$ cat src/rtl/lsu_pkg.sv
// Shared types and widths for the load/store unit.
// Request latch struct, FSM state enum, default bus widths.
package lsu_pkg;

  localparam int DATA_W = 8;
  localparam int ADDR_W = 8;

  typedef enum logic [1:0] {
    IDLE,
    ACCESS,
    RESP
  } lsu_state_t;

  typedef struct packed {
    logic              store;
    logic              inc;
    logic [ADDR_W-1:0] addr;
    logic [DATA_W-1:0] wdata;
  } lsu_req_t;

endpackage

$ cat src/rtl/lsu_if.sv
// Request, response and memory-side signals of the load/store unit.
// slave = the unit itself, master = CPU/memory side.
interface lsu_if;
  import lsu_pkg::*;

  logic              req_valid;
  logic              req_ready;
  logic              req_store;
  logic              req_inc;
  logic [ADDR_W-1:0] req_addr;
  logic [DATA_W-1:0] req_wdata;

  logic              rsp_valid;
  logic              rsp_ready;
  logic [DATA_W-1:0] rsp_rdata;
  logic [ADDR_W-1:0] rsp_next_addr;
  logic              rsp_err;

  logic              mem_read;
  logic              mem_write;
  logic [ADDR_W-1:0] mem_addr;
  logic [DATA_W-1:0] mem_wdata;
  logic [DATA_W-1:0] mem_rdata;

  modport slave (
    input  req_valid, req_store, req_inc,
    input  req_addr, req_wdata,
    input  rsp_ready, mem_rdata,
    output req_ready, rsp_valid, rsp_rdata,
    output rsp_next_addr, rsp_err,
    output mem_read, mem_write,
    output mem_addr, mem_wdata
  );

  modport master (
    output req_valid, req_store, req_inc,
    output req_addr, req_wdata,
    output rsp_ready, mem_rdata,
    input  req_ready, rsp_valid, rsp_rdata,
    input  rsp_next_addr, rsp_err,
    input  mem_read, mem_write,
    input  mem_addr, mem_wdata
  );

endinterface

$ cat src/rtl/lsu_perf_counters.sv
// Saturating per-type response counters (loads, stores, faults).
// Only built when LSU_PERF_EN is defined.
`ifdef LSU_PERF_EN
module lsu_perf_counters (
  input  logic        clk,
  input  logic        rst_n,
  input  logic        done,
  input  logic        is_store,
  input  logic        is_fault,
  output logic [15:0] loads,
  output logic [15:0] stores,
  output logic [15:0] faults
);

  logic [15:0] loads_q, loads_d;
  logic [15:0] stores_q, stores_d;
  logic [15:0] faults_q, faults_d;

  function automatic logic [15:0] sat_inc(
    input logic [15:0] v
  );
    return (v == 16'hFFFF) ? v : v + 16'd1;
  endfunction

  always_comb begin
    loads_d  = loads_q;
    stores_d = stores_q;
    faults_d = faults_q;
    if (done) begin
      unique case (1'b1)
        is_fault: faults_d = sat_inc(faults_q);
        is_store: stores_d = sat_inc(stores_q);
        default:  loads_d  = sat_inc(loads_q);
      endcase
    end
  end

  always_ff @(posedge clk or negedge rst_n) begin
    if (!rst_n) begin
      loads_q  <= '0;
      stores_q <= '0;
      faults_q <= '0;
    end else begin
      loads_q  <= loads_d;
      stores_q <= stores_d;
      faults_q <= faults_d;
    end
  end

  assign loads  = loads_q;
  assign stores = stores_q;
  assign faults = faults_q;

endmodule
`endif

$ cat src/rtl/load_store_unit.sv
// Single-outstanding load/store unit with post-increment and address fault.
// LSU_PERF_EN adds perf_loads/perf_stores/perf_faults counters.
module load_store_unit
  import lsu_pkg::*;
#(
  parameter logic [ADDR_W-1:0] ADDR_LIMIT = '1
) (
  input  logic        clk,
  input  logic        rst_n,
  lsu_if.slave        bus
`ifdef LSU_PERF_EN
  ,
  output logic [15:0] perf_loads,
  output logic [15:0] perf_stores,
  output logic [15:0] perf_faults
`endif
);

  lsu_state_t        state_q, state_d;
  lsu_req_t          req_q, req_d;
  logic              err_q, err_d;
  logic [DATA_W-1:0] rdata_q, rdata_d;

  logic req_ready;
  logic rsp_valid;
  logic mem_read;
  logic mem_write;

  always_comb begin
    state_d   = state_q;
    req_d     = req_q;
    err_d     = err_q;
    rdata_d   = rdata_q;
    req_ready = 1'b0;
    rsp_valid = 1'b0;
    mem_read  = 1'b0;
    mem_write = 1'b0;
    unique case (state_q)
      IDLE: begin
        req_ready = 1'b1;
        if (bus.req_valid) begin
          req_d = '{
            store: bus.req_store,
            inc:   bus.req_inc,
            addr:  bus.req_addr,
            wdata: bus.req_wdata
          };
          err_d   = bus.req_addr > ADDR_LIMIT;
          rdata_d = '0;
          state_d = err_d ? RESP : ACCESS;
        end
      end
      ACCESS: begin
        mem_read  = !req_q.store;
        mem_write = req_q.store;
        if (!req_q.store) begin
          rdata_d = bus.mem_rdata;
        end
        state_d = RESP;
      end
      RESP: begin
        rsp_valid = 1'b1;
        if (bus.rsp_ready) begin
          state_d = IDLE;
        end
      end
      default: state_d = IDLE;
    endcase
  end

  // Reset drops any in-flight access, so no write pulse can follow it.
  always_ff @(posedge clk or negedge rst_n) begin
    if (!rst_n) begin
      state_q <= IDLE;
      req_q   <= '0;
      err_q   <= 1'b0;
      rdata_q <= '0;
    end else begin
      state_q <= state_d;
      req_q   <= req_d;
      err_q   <= err_d;
      rdata_q <= rdata_d;
    end
  end

  assign bus.req_ready     = req_ready;
  assign bus.rsp_valid     = rsp_valid;
  assign bus.rsp_rdata     = rdata_q;
  assign bus.rsp_err       = err_q;
  assign bus.rsp_next_addr = req_q.inc
                           ? req_q.addr + ADDR_W'(1)
                           : req_q.addr;
  assign bus.mem_read      = mem_read;
  assign bus.mem_write     = mem_write;
  assign bus.mem_addr      = req_q.addr;
  assign bus.mem_wdata     = req_q.wdata;

`ifdef LSU_PERF_EN
  lsu_perf_counters u_perf (
    .clk      (clk),
    .rst_n    (rst_n),
    .done     (rsp_valid && bus.rsp_ready),
    .is_store (req_q.store),
    .is_fault (err_q),
    .loads    (perf_loads),
    .stores   (perf_stores),
    .faults   (perf_faults)
  );
`endif

endmodule

$ cat src/flat_wrapper.sv
// flat-port wrapper written by rule: the top's interface ports become plain ports
module load_store_unit_flat import lsu_pkg::*;
#(
  parameter logic [ADDR_W-1:0] ADDR_LIMIT = '1
)
  (clk, rst_n, bus_req_valid, bus_req_store, bus_req_inc, bus_req_addr, bus_req_wdata, bus_rsp_ready, bus_mem_rdata, bus_req_ready, bus_rsp_valid, bus_rsp_rdata, bus_rsp_next_addr, bus_rsp_err, bus_mem_read, bus_mem_write, bus_mem_addr, bus_mem_wdata);
  lsu_if bus_i ();
  input  logic clk;
  input  logic rst_n;
  input wire logic [$bits(bus_i.req_valid)-1:0] bus_req_valid;
  input wire logic [$bits(bus_i.req_store)-1:0] bus_req_store;
  input wire logic [$bits(bus_i.req_inc)-1:0] bus_req_inc;
  input wire logic [$bits(bus_i.req_addr)-1:0] bus_req_addr;
  input wire logic [$bits(bus_i.req_wdata)-1:0] bus_req_wdata;
  input wire logic [$bits(bus_i.rsp_ready)-1:0] bus_rsp_ready;
  input wire logic [$bits(bus_i.mem_rdata)-1:0] bus_mem_rdata;
  output wire logic [$bits(bus_i.req_ready)-1:0] bus_req_ready;
  output wire logic [$bits(bus_i.rsp_valid)-1:0] bus_rsp_valid;
  output wire logic [$bits(bus_i.rsp_rdata)-1:0] bus_rsp_rdata;
  output wire logic [$bits(bus_i.rsp_next_addr)-1:0] bus_rsp_next_addr;
  output wire logic [$bits(bus_i.rsp_err)-1:0] bus_rsp_err;
  output wire logic [$bits(bus_i.mem_read)-1:0] bus_mem_read;
  output wire logic [$bits(bus_i.mem_write)-1:0] bus_mem_write;
  output wire logic [$bits(bus_i.mem_addr)-1:0] bus_mem_addr;
  output wire logic [$bits(bus_i.mem_wdata)-1:0] bus_mem_wdata;
  assign bus_i.req_valid = bus_req_valid;
  assign bus_i.req_store = bus_req_store;
  assign bus_i.req_inc = bus_req_inc;
  assign bus_i.req_addr = bus_req_addr;
  assign bus_i.req_wdata = bus_req_wdata;
  assign bus_i.rsp_ready = bus_rsp_ready;
  assign bus_i.mem_rdata = bus_mem_rdata;
  assign bus_req_ready = bus_i.req_ready;
  assign bus_rsp_valid = bus_i.rsp_valid;
  assign bus_rsp_rdata = bus_i.rsp_rdata;
  assign bus_rsp_next_addr = bus_i.rsp_next_addr;
  assign bus_rsp_err = bus_i.rsp_err;
  assign bus_mem_read = bus_i.mem_read;
  assign bus_mem_write = bus_i.mem_write;
  assign bus_mem_addr = bus_i.mem_addr;
  assign bus_mem_wdata = bus_i.mem_wdata;
  load_store_unit #(.ADDR_LIMIT(ADDR_LIMIT)) u_core (.clk(clk), .rst_n(rst_n), .bus(bus_i));
endmodule
$ cat config.mk
export PLATFORM = sky130hd
export DESIGN_NAME = load_store_unit_flat
export DESIGN_NICKNAME = d
export VERILOG_FILES = /design/src/rtl/lsu_pkg.sv /design/src/rtl/lsu_if.sv /design/src/rtl/lsu_perf_counters.sv /design/src/rtl/load_store_unit.sv /design/src/flat_wrapper.sv
export SDC_FILE = /design/constraint.sdc
export NUM_CORES = 1
export LEC_CHECK = 0
export BUFFER_PORTS_ARGS = -buffer_cell sky130_fd_sc_hd__buf_4
export CORE_UTILIZATION = 35
export CTS_BUF_LIST = sky130_fd_sc_hd__clkbuf_8
export CTS_CLUSTER_DIAMETER = 30
export DETAILED_ROUTE_END_ITERATION = 10
export GPL_TIMING_DRIVEN = 0
export PLACE_DENSITY = 0.67
export SYNTH_ARGS = -nofsm -noshare
export SYNTH_HDL_FRONTEND = slang
export SYNTH_SLANG_ARGS = --single-unit
$ cat constraint.sdc
create_clock -name clk -period 1.3 [get_ports clk]
set_input_delay 0.26 -clock clk [delete_from_list [all_inputs] [get_ports clk]]
set_output_delay 0.26 -clock clk [all_outputs]
set_load 0.01 [all_outputs]
# --- After elaboration in Yosys (flattened, before gate mapping) ---
# Index checks and enable logic that the tools add are counted.
# Widths: inputs -> output; s select.
word_totals:
  reg_bits: 29
  word_cells: 32
classes:
  reduce_logical: 6
  muxes: 12
  n_addsub: 1
  eq_ne: 5
  n_lt_le_gt_ge: 1
ops:
  columns: ["operator", "n"]
  rows:
  - ["$mux 8", 3]
  - ["$pmux 8 s2", 1]
  - ["$add 8x1->8 const B", 1]
  - ["$gt 8x8->1 const B", 1]
  - ["$mux 2", 3]
  - ["$ne 2x2->1 const B", 3]
  - ["$pmux 2 s3", 1]
  - ["$mux 1", 4]
  - ["$reduce_and 2->1", 2]
  - ["$reduce_and 3->1", 1]
  - ["$eq 2x1->1 const B", 1]
  - ["$eq 2x2->1 const B", 1]
  - ["$logic_not 2->1", 1]
  - ["$reduce_bool 2->1", 1]
  - ["$logic_not 1->1", 1]

# --- Depth between registers and ports, before layout ---
# Gate-level depths: netlist (run 1).
depth:
  ltp_word: 4
  ltp_mapped: 4

# --- Worst setup path after synthesis (run 1) ---
# Ideal clock, no wire load.
synth_timing:
  kind: "reg2out"
  from: "register u_core.req_q[16] (netlist name)"
  to: "output port bus_rsp_next_addr[7]"
  t_required_ps: 1040
  path_buffers: 1
  slack_ps: -36
  arrival_time_ps: 1076
  stages_incl_launch_ff: 5
  path_cell_list: "dfrtp_1 > buf_2 > nand4_1 > nor3_1 > xor2_1"
synth_between:
  elab_chain_cells: 1
synth_rtl:
  columns: ["element", "line_no", "text"]
  rows:
  - ["from (decl)", "load_store_unit.sv:20", "lsu_req_t req_q, req_d;"]
  - ["from (signal assigned)", "load_store_unit.sv:80", "req_q <= req_d;"]
  - ["$mux 8", "load_store_unit.sv:91", "? req_q.addr + ADDR_W'(1)"]
  - ["to (decl)", "flat_wrapper.sv:20", "output wire logic [$bits(bus_i.rsp_next_addr)-1:0] bus_rsp_next_addr;"]
# Every way passes these cells.

# --- Final worst setup path (run 1) ---
layout_timing:
  from: "register u_core.req_q, in the netlist u_core.bus.mem_addr[0]"
  to: "output port bus_rsp_next_addr[6]"
layout_between:
  elab_chain_cells: 2
layout_rtl:
  columns: ["element", "line_no"]
  rows:
  - ["$add 8x1->8", "load_store_unit.sv:91"]
  - ["$mux 8", "load_store_unit.sv:91"]
# Every way passes these cells.

==> results of run 1 <==
-- through the flow --
step	hold WS [ns]	total power, uW	TNS [ns]	cell area (um2)
5_1_grt	0.200	6660	-6.97	2370
3_5_place_dp	0.200	4490	-2.50	1890
3_3_place_gp	0.191	4410	-1.56	1890
2_1_floorplan	-0.0356	3240	0	1340
6_report	0.206	6300	-4.70	2370
4_1_cts	0.202	6110	-4.53	2300
-- registers in the layout, summed over array words and instances (netlist names) --
register              flops
u_core.req_q              2
u_core.bus.rsp_rdata      8
u_core.bus.mem_addr       8
u_core.bus.mem_wdata      8
u_core.state_q            2
-- final timing paths --
kind	endpoint	slack, ns	cells past startpoint
max	bus_rsp_next_addr[6]	-0.34	4
min	u_core.bus.rsp_rdata[7]$_DFFE_PN0P_	0.21	2
max reg2reg	u_core.bus.mem_wdata[6]$_DFFE_PN0P_	-0.16	4
min reg2reg	u_core.bus.rsp_rdata[7]$_DFFE_PN0P_	0.51	1
max in group asynchronous	u_core.bus.mem_addr[2]$_DFFE_PN0P_	0.59	2
min in group asynchronous	u_core.bus.mem_wdata[3]$_DFFE_PN0P_	0.43	2
-- critical path, cell delays in order, from the launching register on --
cell,delay [ns]
dfrtp_1,0.41
ha_2,0.23
nand4_1,0.13
xnor2_1,0.19
buf_4,0.15
-- power groups by stage --
stage / clock network [uW] / registers [uW] / logic (uW)
3_3_place_gp: 0 / 1690 / 2720
2_1_floorplan: 0 / 1690 / 1560
4_1_cts: 545 / 1690 / 3870
6_report: 531 / 1700 / 4070
3_5_place_dp: 0 / 1710 / 2780
5_1_grt: 582 / 1760 / 4320
-- routing by layer --
layer  part of all wire, %  up-vias  GRT usage (%)
met5                     0        -              0
met4                  0.39        0           4.26
met3                   6.0        2           2.72
met2                    51       53           31.5
met1                    43      538           19.2
li1                      -      524              -
-- layout by cell type (no fill, tap or decap), types with 3 or more instances in the layout --
cell type / count
a22o_1: 8
mux2_4: 19
dfrtp_1: 25
nand4_1: 3
clkbuf_8: 4
dfrtp_2: 3
buf_6: 28
buf_4: 79
xor2_1: 3
-- logic make-up after synthesis --
kind of cell,after synthesis,share of synthesized area (%)
AOI/OAI and AO/OA,9,5.63
xor gates and xnor gates,7,4.60
adders and majority gates,1,0.939
buffers and inverters,21,11.4
DFF,28,52.6
muxes,19,16.1
other,1,0.281
and+or+nand+nor,16,8.55
-- cell type report --
class                   count  area share, %
repair buffers             91           32.5
flip-flops and latches     28           29.8
multi-input cells          53           25.2
plain buffers              19           7.61
well taps                  48           2.54
clock buffers               4           2.33
inverters                   1          0.159
-- what timing repair did --
action,CTS,global route
setup buffers,18,10
setup endpoints to repair,37,44
pin swaps,10,4
gates resized for setup,58,14
hold endpoints to repair,28,0
cloned,2,0
hold buffers,1,0
==> flow_metrics.py, run 1 <==
metrics = {
    "routing": {
        "drt-initial-drc-count": 9,
        "postRouteAntennaNets": 0,
        "routed-via-count": 1117,
        "first_pass_iters": 4,
        "routed_via_density": 4.58,
        "finalWirelength_um": 3330,
        "drc": 0,
        "wl_per_cell_um": 13.7,
    },
    "place": {
        "dp_cells": 215,
        "dp_slack_ns": -0.0983,
        "gp_routability_congestion": 0.687,
        "port-buffer-count": 65,
    },
    "layout": {
        "fillers": 302,
        "drive_gt1_share_pct": 75.0,
        "final_util_pct": 64.7,
        "final_nets": 228,
        "fin_cells": 244,
        "regArea_um2": 704,
        "syn_to_final_growth_pct": 77.7,
        "antenna_cells": 0,
        "multiInputGateArea_um2": 596,
    },
    "synthesis": {
        "syn_inst": 102,
        "ys_warn_count": 0,
        "avgSynthCellArea_um2": 13.1,
        "synthFlopType": "dfrtp_1",
        "ys_types": 22,
        "synth_nets": 133,
        "synth.most_common_cell": "dfrtp_1",
        "synth_area_leaders": "dfrtp_1 53%, mux2_2 16%, buf_4 11%, a22o_1 5.3%, xnor2_1 2.6%",
        "synth_edf_count": 0,
        "syn_area_mm2": 0.00133,
        "synth-seq-cells": 28,
        "yosysTopAreaCellShare_pct": 52.6,
        "yosys.area.top_type": "dfrtp_1",
        "async_flop_share_pct": 100,
        "ys_seq_area_share_pct": 52.6,
        "synth_common_cells": "28 x dfrtp_1, 19 x buf_4, 19 x mux2_2",
    },
    "sta": {
        "hold_viol": 0,
        "rsz0062_at_grt": "yes",
        "setup_viol": 33,
        "fin_skew_ns": 0.000661,
        "clock.fmax_ghz": 0.611,
        "fin_ws_ns": -0.336,
        "finalCriticalPeriod_ns": 1.64,
        "finalCritPeriodShare_pct": 126,
        "drv_slew": 0,
    },
    "clock_network": {
        "clkLatencyLatePin_ns": 0.27,
        "clk_path_buf_depth": 2,
        "root_buffer": "clkbuf_8",
        "clkSinkCount": 28,
        "clkTransAtPathRegs_ns": 0.09,
        "htreeDepth": 1,
        "cts_tree": "done",
        "cts_buffers": 3,
    },
    "worst_setup_path": {
        "path_max_fanout": 3,
        "required_ns": 1.04,
        "cp.arrival_ns": 1.38,
        "path_class": "reg -> out",
        "crit_start": "u_core.bus.mem_addr[0]$_DFFE_PN0P_",
        "r2r-start": "u_core.state_q[0]$_DFFE_PN0P_",
        "startpoint_type": "register",
        "end_kind": "output port",
    },
    "global_route": {
        "overflow": 0,
        "grt_first_pass_wirelength_um": 5220,
        "grt.total_usage_pct": 16.7,
        "grt_pass1_vias": 1172,
        "grt_antenna_before_repair": 0,
        "grt_max_degree": 29,
    },
    "floorplanning": {
        "num_rows": 22,
        "die_y_um": 63.7,
        "die_w_um": 63.7,
        "fp.coreArea_mm2": 0.00366,
        "start_util_pct": 36.4,
        "io_pins": 67,
        "die_area_mm2": 0.00406,
    },
    "pwr": {
        "p_leak_uw": 0.00121,
        "internal_power_uw": 4250,
        "combinationalPowerShare_pct": 64.6,
        "clkPwrFrac_pct": 8.4,
        "p_sw_uw": 2050,
        "seqPwrFrac_pct": 27.0,
        "power_density_mw_per_mm2": 2660,
        "sw_frac_of_total_pct": 32.5,
        "ir_worst_vdd_uv": 1180,
    },
    "min_path": {
        "holdCritPathClass": "in -> reg",
        "min-delay-start": "bus_mem_rdata[7]",
    },
    "run": {
        "max_cap_viol_count": 0,
    },
    "run_status": {
        "violations": "negative setup slack",
        "status": "complete, but fails checks",
    },
}
Power figures use the tool's default switching activity.
==> run 2, diff against run 1 <==
--- a/config.mk
+++ b/config.mk
@@ -6,12 +6,12 @@
 export NUM_CORES = 1
 export LEC_CHECK = 0
 export BUFFER_PORTS_ARGS = -buffer_cell sky130_fd_sc_hd__buf_4
-export CORE_UTILIZATION = 35
+export CORE_UTILIZATION = 42
 export CTS_BUF_LIST = sky130_fd_sc_hd__clkbuf_8
 export CTS_CLUSTER_DIAMETER = 30
 export DETAILED_ROUTE_END_ITERATION = 10
 export GPL_TIMING_DRIVEN = 0
-export PLACE_DENSITY = 0.67
+export PLACE_DENSITY = 0.78
 export SYNTH_ARGS = -nofsm -noshare
 export SYNTH_HDL_FRONTEND = slang
 export SYNTH_SLANG_ARGS = --single-unit
==> constraint.sdc (replaced) <==
create_clock -name clk -period 1.3 [get_ports clk]
set_input_delay 0.13 -clock clk [delete_from_list [all_inputs] [get_ports clk]]
set_output_delay 0.13 -clock clk [all_outputs]
set_load 0.01 [all_outputs]
==> flow_metrics.py, run 2 (synthesis gave the netlist of run 1 again) <==
metrics = {
    "run_status": {
        "status": "complete, but fails checks",
        "violations": "negative setup slack",
    },
    "layout": {
        "regArea_um2": 704,
        "syn_to_final_growth_pct": 69.9,
        "fillers": 193,
        "mostFrequentLayoutCell": "buf_4",
        "final_nets": 222,
        "drive_gt1_share_pct": 73.2,
        "stdcell_area_mm2": 0.00226,
        "antenna_cells": 0,
        "fin_cells": 234,
        "final_cell_mix": "88 x buf_4, 25 x dfrtp_1, 19 x mux2_4",
        "multiInputGateArea_um2": 586,
    },
    "min_path": {
        "min_path_cells": 2,
        "holdCritPathClass": "in -> reg",
    },
    "clock_network": {
        "htreeDepth": 1,
        "root_buffer": "clkbuf_8",
        "cts_tree": "done",
        "clk_path_buf_depth": 2,
        "cts_buffers": 3,
        "clkLatencyLatePin_ns": 0.27,
        "clkSinkCount": 28,
        "clkTransAtPathRegs_ns": 0.10,
    },
    "place": {
        "dp_hpwl_um": 1900,
        "dp_cells": 211,
        "placed_area_mm2": 0.00188,
        "gp_routability_congestion": 0.856,
        "port-buffer-count": 65,
    },
    "routing": {
        "routed_via_density": 4.56,
        "finalWirelength_um": 3150,
        "first_pass_iters": 4,
        "drt-initial-drc-count": 24,
        "wl_per_cell_um": 13.5,
        "drc": 0,
        "postRouteAntennaNets": 0,
        "routed-via-count": 1067,
    },
    "worst_setup_path": {
        "path_max_fanout": 4,
        "end_kind": "output port",
        "cp.arrival_ns": 1.35,
        "reg2reg_depth": 4,
        "required_ns": 1.17,
        "startpoint_type": "register",
        "path_class": "reg -> out",
    },
    "floorplanning": {
        "num_rows": 20,
        "start_util_pct": 44.0,
        "die_area_mm2": 0.00340,
        "die_y_um": 58.3,
        "io_pins": 67,
        "die_w_um": 58.3,
        "fp.coreArea_mm2": 0.00303,
    },
    "sta": {
        "clock.fmax_ghz": 0.674,
        "finalCriticalPeriod_ns": 1.48,
        "drv_slew": 0,
        "finalCritPeriodShare_pct": 114,
        "fin_ws_ns": -0.183,
        "setup_viol": 35,
        "hold_viol": 0,
        "rsz0062_at_grt": "yes",
        "fin_skew_ns": 0.00647,
    },
    "global_route": {
        "grt.total_usage_pct": 19.8,
        "grt_antenna_before_repair": 0,
        "grt_pass1_vias": 1041,
        "grt_first_pass_wirelength_um": 5090,
        "grt_max_degree": 29,
        "overflow": 0,
    },
    "pwr": {
        "p_leak_uw": 0.00116,
        "power_density_mw_per_mm2": 2630,
        "ir_worst_vdd_uv": 1530,
    },
    "run": {
        "max_cap_viol_count": 0,
    },
}
run 2: power by group:
group	leakage (uW)	internal (uW)	switching [uW]
clock network	0.0000288	271	258
registers	0.000339	1320	365
logic	0.000793	2410	1330
total	0.00116	4000	1950
run 2: critical path: stages, from the launching register on:
cell,delay (ns)
dfrtp_1,0.43
ha_2,0.28
mux2_4,0.26
buf_6,0.12
run 2: per-stage QoR:
step	worst slack [ns]	TNS (ns)	utilization, %	hold slack, ns	total power [uW]
3_3_place_gp	-0.0428	-0.710	61.9	0.0588	4380
5_1_grt	-0.288	-3.98	74.8	0.0740	6290
3_5_place_dp	-0.0796	-1.77	61.9	0.0667	4450
2_1_floorplan	0.0168	0	-	-0.166	3240
6_report	-0.183	-2.14	74.8	0.0733	5940
4_1_cts	-0.179	-2.05	73.1	0.0761	5780
run 2: layout make-up:
class                   count  share of cell area [%]
plain buffers              20                    7.46
inverters                   1                   0.166
repair buffers             84                    30.5
clock buffers               4                    2.43
well taps                  44                    2.43
multi-input cells          53                    25.9
flip-flops and latches     28                    31.1
run 2: timing repair:
| action | CTS | global route |
|---|---|---|
| endpoints found under the setup margin | 35 | 38 |
| cloned | 2 | 0 |
| endpoints found under the hold margin | 28 | 0 |
| setup buffers | 14 | 2 |
| hold buffers | 1 | 0 |
| pin swaps | 9 | 5 |
| gates resized for setup | 40 | 10 |
run 2: per-layer routing:
metal	vias to the layer above	share of wire, %	track usage, %	routed length, um
li1	508	-	-	-
met1	505	43	25.8	1340
met2	50	51	35.0	1600
met3	4	6.0	2.86	189
met4	0	0.60	4.76	19
met5	-	0	0	0
run 2: worst paths after layout:
| check | startpoint | endpoint | slack [ns] |
|---|---|---|---|
| min in group asynchronous | rst_n | u_core.bus.mem_wdata[4]$_DFFE_PN0P_ | 0.30 |
| hold / removal | bus_mem_rdata[1] | u_core.bus.rsp_rdata[1]$_DFFE_PN0P_ | 0.07 |
| setup / recovery | u_core.bus.mem_addr[1]$_DFFE_PN0P_ | bus_rsp_next_addr[1] | -0.18 |
| setup reg to reg | u_core.state_q[0]$_DFFE_PN0P_ | u_core.bus.mem_addr[5]$_DFFE_PN0P_ | -0.06 |
| hold reg to reg | u_core.bus.rsp_rdata[6]$_DFFE_PN0P_ | u_core.bus.rsp_rdata[6]$_DFFE_PN0P_ | 0.51 |
| max in group asynchronous | rst_n | u_core.bus.mem_addr[5]$_DFFE_PN0P_ | 0.71 |
==> run 3, diff against run 2 <==
--- a/config.mk
+++ b/config.mk
@@ -5,13 +5,14 @@
 export SDC_FILE = /design/constraint.sdc
 export NUM_CORES = 1
 export LEC_CHECK = 0
+export ABC_CLOCK_PERIOD_IN_PS = 1300
 export BUFFER_PORTS_ARGS = -buffer_cell sky130_fd_sc_hd__buf_4
-export CORE_UTILIZATION = 42
+export CORE_UTILIZATION = 40
 export CTS_BUF_LIST = sky130_fd_sc_hd__clkbuf_8
 export CTS_CLUSTER_DIAMETER = 30
 export DETAILED_ROUTE_END_ITERATION = 10
 export GPL_TIMING_DRIVEN = 0
-export PLACE_DENSITY = 0.78
+export PLACE_DENSITY = 0.75
 export SYNTH_ARGS = -nofsm -noshare
 export SYNTH_HDL_FRONTEND = slang
 export SYNTH_SLANG_ARGS = --single-unit
==> flow_metrics.py, run 3 (synthesis gave the netlist of run 1 again) <==
metrics = {
    "sta": {
        "hold_viol": 0,
        "fin_ws_ns": -0.267,
        "fin_setup_tns_ns": -2.55,
        "finalCriticalPeriod_ns": 1.57,
        "finalCritPeriodShare_pct": 121,
        "setup_viol": 30,
        "drv_slew": 0,
        "rsz0062_at_grt": "yes",
        "clock.fmax_ghz": 0.638,
        "fin_skew_ns": 0.00749,
    },
    "layout": {
        "syn_to_final_growth_pct": 69.3,
        "antenna_cells": 0,
        "drive_gt1_share_pct": 74.1,
        "mostFrequentLayoutCell": "buf_4",
        "final_cell_mix": "92 x buf_4, 24 x dfrtp_1, 19 x mux2_4",
        "stdcell_area_mm2": 0.00226,
        "final_nets": 221,
        "fillers": 237,
    },
    "floorplanning": {
        "io_pins": 67,
        "num_rows": 20,
        "start_util_pct": 42.9,
        "die_w_um": 59.7,
        "die_area_mm2": 0.00357,
        "die_y_um": 59.7,
        "fp.coreArea_mm2": 0.00310,
    },
    "routing": {
        "wl_per_cell_um": 14.2,
        "top_layer": "met4",
        "drt-initial-drc-count": 21,
        "routed-via-count": 1076,
        "wl_met3_um": 188,
        "met1_length_um": 1390,
        "routed_via_density": 4.62,
        "dr_wl_met2_um": 1670,
        "drc": 0,
        "finalWirelength_um": 3300,
        "postRouteAntennaNets": 0,
        "first_pass_iters": 4,
    },
    "pwr": {
        "seqPwrFrac_pct": 27.7,
        "clkPwrFrac_pct": 11.1,
        "p_leak_uw": 0.00115,
        "combinationalPowerShare_pct": 61.2,
        "p_sw_uw": 1960,
        "sw_frac_of_total_pct": 32.5,
        "internal_power_uw": 4070,
        "power_density_mw_per_mm2": 2670,
        "ir_worst_vdd_uv": 1490,
    },
    "clock_network": {
        "cts_buffers": 3,
        "htreeDepth": 1,
        "clkSinkCount": 28,
        "cts_tree": "done",
        "clkTransAtPathRegs_ns": 0.10,
        "clk_path_buf_depth": 2,
        "clkLatencyLatePin_ns": 0.27,
        "root_buffer": "clkbuf_8",
    },
    "global_route": {
        "overflow": 0,
        "grt_pass1_vias": 1105,
        "grt_first_pass_wirelength_um": 5280,
        "grt_antenna_before_repair": 0,
        "grt.total_usage_pct": 20.0,
        "grt_max_degree": 29,
    },
    "worst_setup_path": {
        "path_max_fanout": 3,
        "cp.arrival_ns": 1.44,
        "path_class": "reg -> out",
        "startpoint_type": "register",
        "required_ns": 1.17,
        "end_kind": "output port",
        "r2r-start": "u_core.state_q[0]$_DFFE_PN0P_",
        "worstPathCellList": "nand4_1 -> nor3_2 -> xor2_1 -> buf_4",
        "max_stage_delay_ns": 0.39,
        "crit_start": "u_core.bus.mem_addr[0]$_DFFE_PN0P_",
        "slowest_stage": "dfrtp_1",
    },
    "run_status": {
        "status": "complete, but fails checks",
        "violations": "negative setup slack",
    },
    "place": {
        "port-buffer-count": 65,
        "gp_routability_congestion": 0.802,
        "placed_area_mm2": 0.00188,
    },
    "min_path": {
        "holdCritPathClass": "in -> reg",
        "min-delay-start": "bus_mem_rdata[6]",
    },
    "run": {
        "max_cap_viol_count": 0,
    },
}
run 3: cell type report:
| cell class | count | area [um2] | area share [%] |
|---|---|---|---|
| Buffer | 19 | 158 | 6.99 |
| Inverter | 1 | 3.75 | 0.166 |
| Clock buffer | 3 | 41.3 | 1.83 |
| Timing Repair Buffer | 84 | 667 | 29.6 |
| Sequential cell | 28 | 706 | 31.3 |
| Clock inverter | 1 | 30.0 | 1.33 |
| Tap cell | 44 | 55.1 | 2.44 |
| Multi-Input combinational cell | 53 | 596 | 26.4 |
run 3: worst max-delay path, delay by kind of cell, from the launching register on:
family | cells | cell delay [ns]
XOR/XNOR | 1 | 0.16
flip-flops | 1 | 0.39
AND/OR/NAND/NOR | 2 | 0.48
buffers and inverters | 1 | 0.14
run 3: path summary, 6_finish.rpt:
kind                            depth (start not counted)  slack, ns                             endpoint
worst min register to register                          1       0.51  u_core.bus.rsp_rdata[1]$_DFFE_PN0P_
worst min-delay path                                    2       0.07  u_core.bus.rsp_rdata[6]$_DFFE_PN0P_
min in group asynchronous                               2       0.31  u_core.bus.mem_wdata[2]$_DFFE_PN0P_
worst max register to register                          4      -0.08   u_core.bus.mem_addr[1]$_DFFE_PN0P_
max in group asynchronous                               2       0.70        u_core.state_q[0]$_DFFE_PN0P_
worst max-delay path                                    4      -0.27                 bus_rsp_next_addr[7]
run 3: power groups by stage:
stage / Combinational [uW] / Sequential, uW / Clock, uW
after floorplan: 1550 / 1690 / 0
after global placement: 2720 / 1680 / 0
after detailed placement: 2780 / 1710 / 0
after CTS: 3450 / 1670 / 680
after global routing: 3960 / 1740 / 721
final: 3690 / 1670 / 669
run 3: stage by stage:
stage	setup WS, ns	hold slack (ns)	cells	total power, uW	util, %
floorplan	0.0168	-0.166	102	3240	-
global placement	-0.0598	0.0608	211	4400	60.4
detailed placement	-0.114	0.0669	211	4490	60.4
CTS	-0.219	0.0740	227	5810	70.1
global route	-0.389	0.0705	233	6420	72.7
finish	-0.267	0.0744	233	6030	72.7
run 3: timing repair:
| item | 4_1_cts | 5_1_grt |
|---|---|---|
| gates resized for setup | 39 | 9 |
| cloned | 2 | 0 |
| buffers inserted | 9 | 7 |
| hold buffers | 1 | 0 |
| setup endpoints to repair | 34 | 37 |
| pin swaps | 8 | 7 |
| endpoints found under the hold margin | 28 | 0 |
run 3: per-layer routing:
metal | global-route usage, % | vias to the layer above
li1 | - | 507
met1 | 26.1 | 521
met2 | 35.1 | 44
met3 | 1.73 | 4
met4 | 5.98 | 0
met5 | 0 | -
